<file path="src/rtl/pipe_stage_reg_if.sv">
// ---------------------------------------------------------------------------
// pipe_stage_reg_if
//   Handshake/bus bundle for one generic pipeline stage register.
//   Upstream side : in_valid, in_ready, in_ctrl, in_data
//   Downstream side: out_valid, out_ready, out_ctrl, out_data
//   Handshake: a beat moves across a boundary on a rising clock edge where
//   valid and ready are both 1. The sender holds valid and the payload
//   stable until that happens. ready never depends combinationally on the
//   valid signal of the same boundary.
//   Modports:
//     slave  - the stage register itself. It consumes in_* and produces out_*.
//     master - the surrounding pipeline or bench. It produces in_* and
//              consumes out_*.
// ---------------------------------------------------------------------------
interface pipe_stage_reg_if #(
  parameter int CTRL_W = 8,
  parameter int DATA_W = 96
);
  logic              in_valid;
  logic              in_ready;
  logic [CTRL_W-1:0] in_ctrl;
  logic [DATA_W-1:0] in_data;
  logic              out_valid;
  logic              out_ready;
  logic [CTRL_W-1:0] out_ctrl;
  logic [DATA_W-1:0] out_data;

  modport slave (
    input  in_valid, in_ctrl, in_data, out_ready,
    output in_ready, out_valid, out_ctrl, out_data
  );

  modport master (
    output in_valid, in_ctrl, in_data, out_ready,
    input  in_ready, out_valid, out_ctrl, out_data
  );
endinterface

</file>
<file path="src/rtl/pipe_stage_reg.sv">
// ---------------------------------------------------------------------------
// pipe_stage_reg
//   Generic pipeline stage register with a 2-entry skid buffer. It carries a
//   control bundle and a data bundle from one stage to the next. in_ready
//   comes straight from a flop, so a downstream stall reaches the upstream
//   stage without any combinational path from out_ready.
//
//   Ports:
//     clock     - rising-edge clock
//     reset     - synchronous, active-low reset. It has the highest priority
//                 and clears every valid bit, every ctrl bit and every data bit.
//     flush     - synchronous bubble insertion. It clears the valid bits and
//                 the ctrl bits, and it drops any beat offered in the same
//                 cycle. The data registers keep their values.
//     bus       - pipe_stage_reg_if.slave (in_* upstream, out_* downstream)
//     stall_cnt - 32-bit count of cycles with out_valid=1 and out_ready=0.
//                 It wraps, and only reset clears it. This port exists only
//                 when PIPE_PERF_CNT_EN is defined.
//
//   Optional feature macro: PIPE_PERF_CNT_EN (adds the stall counter).
// ---------------------------------------------------------------------------
module pipe_stage_reg #(
  parameter int CTRL_W = 8,
  parameter int DATA_W = 96
) (
  input  logic               clock,
  input  logic               reset,
  input  logic               flush,
  pipe_stage_reg_if.slave    bus
`ifdef PIPE_PERF_CNT_EN
  ,
  output logic [31:0]        stall_cnt
`endif
);

  logic              main_v_q,    main_v_d;
  logic [CTRL_W-1:0] main_ctrl_q, main_ctrl_d;
  logic [DATA_W-1:0] main_data_q, main_data_d;
  logic              skid_v_q,    skid_v_d;
  logic [CTRL_W-1:0] skid_ctrl_q, skid_ctrl_d;
  logic [DATA_W-1:0] skid_data_q, skid_data_d;

  logic accept;
  logic emit;

  // The skid entry is the only thing that can refuse a beat. Because
  // skid_v_q is a flop, in_ready is registered.
  assign bus.in_ready  = !skid_v_q;
  assign bus.out_valid = main_v_q;
  // A bubble must never assert RegWrite/WREN/RDEN downstream.
  assign bus.out_ctrl  = main_v_q ? main_ctrl_q : '0;
  assign bus.out_data  = main_data_q;

  assign accept = bus.in_valid & !skid_v_q;
  assign emit   = main_v_q & bus.out_ready;

  always_comb begin
    main_v_d    = main_v_q;
    main_ctrl_d = main_ctrl_q;
    main_data_d = main_data_q;
    skid_v_d    = skid_v_q;
    skid_ctrl_d = skid_ctrl_q;
    skid_data_d = skid_data_q;

    if (flush) begin
      // Both the offered beat and any concurrent emit are discarded.
      main_v_d    = 1'b0;
      main_ctrl_d = '0;
      skid_v_d    = 1'b0;
      skid_ctrl_d = '0;
    end else if (emit && skid_v_q) begin
      // in_ready is 0 here, so no accept can coincide with this move.
      main_v_d    = 1'b1;
      main_ctrl_d = skid_ctrl_q;
      main_data_d = skid_data_q;
      skid_v_d    = 1'b0;
    end else if (emit && accept) begin
      main_v_d    = 1'b1;
      main_ctrl_d = bus.in_ctrl;
      main_data_d = bus.in_data;
    end else if (emit) begin
      main_v_d    = 1'b0;
      main_ctrl_d = '0;
    end else if (accept && !main_v_q) begin
      main_v_d    = 1'b1;
      main_ctrl_d = bus.in_ctrl;
      main_data_d = bus.in_data;
    end else if (accept) begin
      // The main entry is stalled, so the beat parks in the skid entry.
      skid_v_d    = 1'b1;
      skid_ctrl_d = bus.in_ctrl;
      skid_data_d = bus.in_data;
    end
  end

  always_ff @(posedge clock) begin
    if (!reset) begin
      main_v_q    <= 1'b0;
      main_ctrl_q <= '0;
      main_data_q <= '0;
      skid_v_q    <= 1'b0;
      skid_ctrl_q <= '0;
      skid_data_q <= '0;
    end else begin
      main_v_q    <= main_v_d;
      main_ctrl_q <= main_ctrl_d;
      main_data_q <= main_data_d;
      skid_v_q    <= skid_v_d;
      skid_ctrl_q <= skid_ctrl_d;
      skid_data_q <= skid_data_d;
    end
  end

`ifdef PIPE_PERF_CNT_EN
  logic [31:0] stall_cnt_q, stall_cnt_d;

  // This counts a presented-but-refused beat, including one that a flush
  // discards in the same cycle. A flush never clears the count.
  always_comb begin
    stall_cnt_d = stall_cnt_q;
    if (main_v_q && !bus.out_ready) begin
      stall_cnt_d = stall_cnt_q + 32'd1;
    end
  end

  always_ff @(posedge clock) begin
    if (!reset) begin
      stall_cnt_q <= '0;
    end else begin
      stall_cnt_q <= stall_cnt_d;
    end
  end

  assign stall_cnt = stall_cnt_q;
`endif

endmodule

</file>
<file path="src/flat_wrapper.sv">
// flat-port wrapper written by rule: the top's interface ports become plain ports
module pipe_stage_reg_flat 
#(
  parameter int CTRL_W = 8,
  parameter int DATA_W = 96
)
  (clock, reset, flush, bus_in_valid, bus_in_ctrl, bus_in_data, bus_out_ready, bus_in_ready, bus_out_valid, bus_out_ctrl, bus_out_data);
  pipe_stage_reg_if #(.CTRL_W(CTRL_W), .DATA_W(DATA_W)) bus_i ();
  input  logic clock;
  input  logic reset;
  input  logic flush;
  input wire logic [$bits(bus_i.in_valid)-1:0] bus_in_valid;
  input wire logic [$bits(bus_i.in_ctrl)-1:0] bus_in_ctrl;
  input wire logic [$bits(bus_i.in_data)-1:0] bus_in_data;
  input wire logic [$bits(bus_i.out_ready)-1:0] bus_out_ready;
  output wire logic [$bits(bus_i.in_ready)-1:0] bus_in_ready;
  output wire logic [$bits(bus_i.out_valid)-1:0] bus_out_valid;
  output wire logic [$bits(bus_i.out_ctrl)-1:0] bus_out_ctrl;
  output wire logic [$bits(bus_i.out_data)-1:0] bus_out_data;
  assign bus_i.in_valid = bus_in_valid;
  assign bus_i.in_ctrl = bus_in_ctrl;
  assign bus_i.in_data = bus_in_data;
  assign bus_i.out_ready = bus_out_ready;
  assign bus_in_ready = bus_i.in_ready;
  assign bus_out_valid = bus_i.out_valid;
  assign bus_out_ctrl = bus_i.out_ctrl;
  assign bus_out_data = bus_i.out_data;
  pipe_stage_reg #(.CTRL_W(CTRL_W), .DATA_W(DATA_W)) u_core (.clock(clock), .reset(reset), .flush(flush), .bus(bus_i));
endmodule
</file>
<file path="config.mk">
export PLATFORM = sky130hd
export DESIGN_NAME = pipe_stage_reg_flat
export DESIGN_NICKNAME = d
export VERILOG_FILES = /design/src/rtl/pipe_stage_reg_if.sv /design/src/rtl/pipe_stage_reg.sv /design/src/flat_wrapper.sv
export SDC_FILE = /design/constraint.sdc
export NUM_CORES = 1
export LEC_CHECK = 0
export BUFFER_PORTS_ARGS = -buffer_cell sky130_fd_sc_hd__buf_2
export CORE_ASPECT_RATIO = 0.5
export CORE_MARGIN = 2
export CORE_UTILIZATION = 32
export DETAILED_ROUTE_END_ITERATION = 7
export PLACE_DENSITY_LB_ADDON = 0.15
export SLEW_MARGIN = 0
export SYNTH_ARGS = -nofsm -noshare
export SYNTH_HDL_FRONTEND = slang
export SYNTH_SLANG_ARGS = --single-unit
</file>
<file path="constraint.sdc">
create_clock -name clock -period 1.6 [get_ports clock]
set_input_delay 0.32 -clock clock [delete_from_list [all_inputs] [get_ports clock]]
set_output_delay 0.32 -clock clock [all_outputs]
set_load 0.01 [all_outputs]
</file>
==> results of run 1 <==
==> power groups by stage <==
| stage | clock network [W] | logic, W | registers (W) |
|---|---|---|---|
| after floorplan | 0 | 0.000719 | 0.00572 |
| after global placement | 0 | 0.00143 | 0.00565 |
| after detailed placement | 0 | 0.00145 | 0.00566 |
| after CTS | 0.00523 | 0.00148 | 0.00554 |
| after global routing | 0.00543 | 0.00160 | 0.00556 |
| final | 0.00506 | 0.00148 | 0.00554 |
==> registers in the layout (all words and copies together) (netlist names) <==
| register | cells |
|---|---|
| u_core.skid_data_q | 96 |
| u_core.skid_v_q | 1 |
| u_core.main_ctrl_q | 8 |
| u_core.bus.out_valid | 1 |
| u_core.skid_ctrl_q | 8 |
| u_core.bus.out_data | 96 |
==> cells in the final DEF (no fill, tap or decap), types with 2 or more instances in the layout <==
master     count
nand2_1       25
diode_2        2
clkbuf_1      11
a211oi_1      54
clkbuf_8       2
buf_12        25
and2_4         7
o21ai_0      105
a211oi_2      43
mux2i_1       96
dfxtp_1      208
buf_6          6
buf_16         2
inv_6          2
clkbuf_16     23
inv_1         10
nand3_1       96
a21oi_1      106
buf_4         21
buf_2        208
a31oi_1       96
dfxtp_4        2
a221oi_1       8
==> stage by stage <==
stage,utilization (%),total power [W]
2_1_floorplan,-,0.00643
3_3_place_gp,39.0,0.00708
3_5_place_dp,39.0,0.00710
4_1_cts,41.7,0.0123
5_1_grt,41.9,0.0126
6_report,41.9,0.0121
==> synthesized netlist by cell type <==
library cell and count:
o211a_1 1, o21ai_0 105, mux2_4 1, dfxtp_1 210
a211oi_2 40, nand2b_1 2, clkbuf_1 86, buf_1 3
nor2b_1 1, a221oi_1 8, and3_1 1, inv_1 12
nand2_1 25, a31oi_1 96, nand4bb_1 1, mux2i_1 96
buf_6 6, a211oi_1 57, mux2_2 1, nand3_1 97
buf_2 27, a21oi_1 106, nor4bb_1 1, buf_4 1
and2_1 8
==> per-layer routing <==
| layer | share of wire [%] | vias to the layer above |
|---|---|---|
| li1 | - | 4049 |
| met4 | 1.8 | 0 |
| met2 | 48 | 157 |
| met1 | 47 | 4191 |
| met5 | 0 | - |
| met3 | 3.3 | 37 |
==> cell families after synthesis <==
family / count (synthesis) / synth area share, %
AOI/OAI and AO/OA: 413 / 29.2
buffers and inverters: 135 / 6.46
DFF: 210 / 46.1
muxes: 98 / 10.8
and+or+nand+nor: 136 / 7.41
==> worst paths after layout <==
check	to	depth (start not counted)	start	slack (ps)
worst min-delay path	u_core.skid_data_q[14]	3	bus_in_data[14]	60
worst min register to register	u_core.skid_ctrl_q[5]	2	u_core.skid_ctrl_q[5]	450
worst max register to register	u_core.bus.out_data[26]	5	u_core.bus.out_valid	10
worst max-delay path	u_core.bus.out_data[26]	5	u_core.bus.out_valid	10
==> area by class of cell <==
type                       count  area, µm²
clock inverter                 3       43.8
inverter                      12       55.1
timing repair buffer         262       1820
multi-input combinational    647       4420
clock buffer                  36        644
fill                        2831      16200
sequential                   210       4210
antenna                        2       5.00
tap                          382        478
==> timing repair <==
action / in CTS / in global routing
setup endpoints to repair: 106 / 56
pin swaps: 0 / 0
buffers inserted: 2 / 0
endpoints found under the hold margin: 0 / 0
gates cloned: 1 / 0
gates resized for setup: 9 / 13
==> worst max-delay path, stage by stage, from the launching register on <==
cell      delay (ps)
dfxtp_4          350
buf_4            150
mux2_4           310
and3_4           240
buf_12           170
a211oi_1         250
==> key figures, run 1 <==
Yosys
  • Post-synthesis instance total: 992
  • Yosys warns: 0
  • Syn nets: 1101
  • Synthesized area per cell: 9.19 µm²
  • Synth Cell Area: 9120 µm²
  • Largest cells by area after synthesis: dfxtp_1 (46%), mux2i_1 (11%), a31oi_1 (6.6%), a21oi_1 (5.8%), o21ai_0 (5.8%)
  • Post-synth top area share: 46.1%
  • Sequential area share after synthesis: 46.1%
  • Synthesized flop and latch total: 210
  • Leading area contributor after synthesis: dfxtp_1
  • Cell variety after synth: 25

Cells and area
  • Layout area overhead: 28.0%
  • Layout net count: 1264
  • Fraction of layout cells with a size suffix above 1: 30.0%
  • Fin area: 11700 µm²
  • Final std cells w/o fill: 1554

STA
  • Final Max Tran Viols: 0
  • Measured slew at the worst slew-check pin: 357 ps
  • Setup WS post-layout: 13.3 ps
  • Slew headroom: 76.2%
  • Worst hold slack: 61.3 ps
  • Final Hold Viols: 0
  • FMAX: 630 MHz
  • Final Skew: 15.5 ps
  • RSZ-0062 raised after global routing: true
  • Final period utilization: 99.2%
  • Setup Viol. Count Final: 0
  • Tmin final: 1590 ps
  • Setup TNS: 0 ps

Setup path
  • Crit Path Category: flop to flop
  • CP required: 2020 ps
  • Crit path arrival time: 2010 ps
  • Setup crit end kind: flop
  • Worst setup SP type: flop
  • CP max FO: 35

Drt
  • Initial DRC count: 472
  • Mean number of vias per cell: 5.43
  • Drt first pass iters: 5
  • Post-Route WL: 29.6 mm
  • Wire per inst: 19.0 µm
  • DR vias: 8434
  • Routed Antenna Nets: 0
  • Drt drc: 0

Global route
  • Vias in the first global route: 8040
  • Gr usage total: 18.9%
  • GRT overflow: 0
  • Met1 Use GR: 25.7%
  • First-pass GRT wire length: 45.6 mm
  • Antenna violations before repair: 2
  • GR Layer Usage met3: 2.87%
  • M2 GR Usage: 31.7%
  • Gr busiest metal: met2
  • Largest net degree at the start of global routing: 76

Placement
  • Placed Cells incl. Taps: 1510
  • Final GP Congestion: 0.747
  • Worst slack, placed: -74.7 ps
  • DP HPWL: 17.8 mm
  • DP Area: 10900 µm²
  • Port Buffers: 214

Floorplan
  • Die Y: 123 µm
  • Core ar.: 27900 µm²
  • Initial Util: 32.7%
  • Boundary Pins: 215
  • Placement Rows: 43
  • Die Width: 243 µm
  • Die Area: 30000 µm²

CTS
  • CTS buffer count: 22
  • Worst-Skew Late Latency: 520 ps
  • Clock buffer depth: 3
  • Root buffer cell: clkbuf_16
  • # hold bufs at CTS: 0
  • Clk slew on worst S/H paths: 70 ps
  • CTS tree: done
  • H-tree levels: 1
  • Clk sinks: 210

Power and ir drop
  • Combinational share of power: 12.2%
  • Worst VDD drop: 0.655 mV
  • P_leak: 4.97 nW
  • Power Internal: 0.00893 W
  • Switching Fraction: 26.0%
  • PD cells: 1030 nW/µm²
  • Clock power share: 41.9%
  • Flop pwr share: 45.9%
  • Psw: 0.00314 W

Run
  • Max capacitance violation total: 0

Outcome
  • Outcome: completed

Hold path
  • Hold crit path type: input pin to flop
No activity file was read; power rests on OpenSTA's default activity.
==> run 2, diff against run 1 <==
BUFFER_PORTS_ARGS = not set   (was -buffer_cell sky130_fd_sc_hd__buf_2)
DONT_BUFFER_PORTS = 1   (was not set)
clock period = 1.75 ns   (was 1.6 ns; I/O delays follow)
==> key figures, run 2 (synthesized netlist as in run 1, its figures left out) <==
Outcome
  • Outcome: completed

Placement
  • DP HPWL: 16.7 mm
  • DP Area: 9540 µm²
  • Final GP Congestion: 0.712
  • Port Buffers: 0

Floorplan
  • Die Area: 30000 µm²
  • Die Y: 123 µm
  • Core ar.: 27900 µm²
  • Initial Util: 32.7%
  • Placement Rows: 43
  • Boundary Pins: 215
  • Die Width: 243 µm

STA
  • Final Skew: 9.57 ps
  • FMAX: 591 MHz
  • Worst hold slack: 50.6 ps
  • Slew headroom: 65.8%
  • Final Hold Viols: 0
  • Setup TNS: 0 ps
  • Tmin final: 1690 ps
  • Final Max Tran Viols: 0
  • Setup Viol. Count Final: 0
  • Measured slew at the worst slew-check pin: 513 ps
  • Final period utilization: 96.6%

Power and ir drop
  • Worst VDD drop: 0.649 mV
  • Tot Pwr: 0.0111 W
  • PD cells: 971 nW/µm²
  • P_leak: 4.35 nW

Setup path
  • CP required: 1400 ps
  • Crit Path Category: flop to output port
  • CP max FO: 7
  • Setup crit end kind: output port
  • Crit path arrival time: 1340 ps
  • R2R Setup Slk: 140 ps
  • Worst setup SP type: flop

CTS
  • Root buffer cell: clkbuf_16
  • Clk sinks: 210
  • Clock buffer depth: 3
  • Worst-Skew Late Latency: 520 ps
  • CTS tree: done
  • CTS buffer count: 22
  • H-tree levels: 1
  • Clk slew on worst S/H paths: 60 ps

Cells and area
  • Fraction of layout cells with a size suffix above 1: 12.0%
  • Final Util: 41.0%
  • Layout net count: 1146
  • # diodes: 0
  • Layout area overhead: 25.3%
  • Commonest cells after routing, fill and taps aside: dfxtp_1 (209), a21oi_1 (106), dlygate4sd3_1 (106)
  • Fin area: 11400 µm²
  • Commonest non-fill, non-tap cell in the layout: dfxtp_1

Drt
  • Wire per inst: 21.0 µm
  • Drt drc: 0
  • Initial DRC count: 683
  • Routed Antenna Nets: 0
  • Mean number of vias per cell: 5.70
  • Drt first pass iters: 7
  • Post-Route WL: 30.0 mm
  • DR vias: 8158

Hold path
  • Hold crit path type: input pin to flop

Global route
  • Gr usage total: 19.1%
  • Met1 Use GR: 25.0%
  • GRT overflow: 0
  • Largest net degree at the start of global routing: 99
  • GR Layer Usage met3: 3.89%
  • First-pass GRT wire length: 46.4 mm
  • M2 GR Usage: 32.5%
  • Antenna violations before repair: 0
  • Gr busiest metal: met2
  • Vias in the first global route: 7888

Run
  • Max capacitance violation total: 0
[run 2: changes by cell type in the layout (fill, tap and decap cells not counted), moves of 2 or more]
cell / before / now
buf_6: 6 / 4
clkbuf_1: 11 / 5
bufinv_16: 1 / 3
buf_12: 25 / 14
dlygate4sd3_1: 0 / 106
buf_2: 208 / 0
diode_2: 2 / 0
buf_16: 2 / 0
a211oi_2: 43 / 40
buf_4: 21 / 18
a211oi_1: 54 / 57
[run 2: final timing paths]
check	depth (start not counted)	end	start
hold / removal	2	u_core.skid_v_q	bus_in_valid
hold reg to reg	2	u_core.skid_ctrl_q[5]	u_core.skid_ctrl_q[5]
setup reg to reg	5	u_core.skid_data_q[83]	u_core.bus.out_valid
setup / recovery	3	bus_out_ctrl[7]	u_core.bus.out_valid
[run 2: layout make-up]
type                            count  area (µm²)
Tap cell                          382         478
Clock buffer                       30         622
Clock inverter                      5         100
Inverter                           12        55.1
Sequential cell                   210        4210
Multi-Input combinational cell    647        4400
Fill cell                        2762       16400
Timing Repair Buffer              144        1560
[run 2: what timing repair did]
action,in CTS,in global routing
pin swaps,0,1
resized for setup,11,5
setup buffers,0,4
endpoints found under the setup margin,8,78
hold endpoints to repair,114,0
gates cloned,0,1
hold buffers,106,0
[run 2: metal layers]
| layer | wire [µm] | up-vias | part of all wire [%] |
|---|---|---|---|
| li1 | - | 3812 | - |
| met5 | 0 | - | 0 |
| met1 | 13000 | 4066 | 43 |
| met4 | 696 | 0 | 2.3 |
| met2 | 14700 | 230 | 49 |
| met3 | 1570 | 50 | 5.2 |
[run 2: where the power goes]
part | internal (W) | leakage (nW) | switching, W
Combinational | 0.000473 | 2.28 | 0.000575
Clock | 0.00291 | 0.354 | 0.00196
Sequential | 0.00496 | 1.71 | 0.000216
Total | 0.00834 | 4.35 | 0.00275
[run 2: critical path: stages, from the launching register on]
cell     delay, ps
dfxtp_4        370
buf_6          150
buf_8          140
and2_4         160
[run 2: stage by stage]
stage | instances | setup WS [ps]
after floorplan | 992 | 172
after global placement | 1284 | 37.4
after detailed placement | 1284 | 42.6
after CTS | 1425 | 9.44
after global routing | 1430 | -0.813
final | 1430 | 58.8
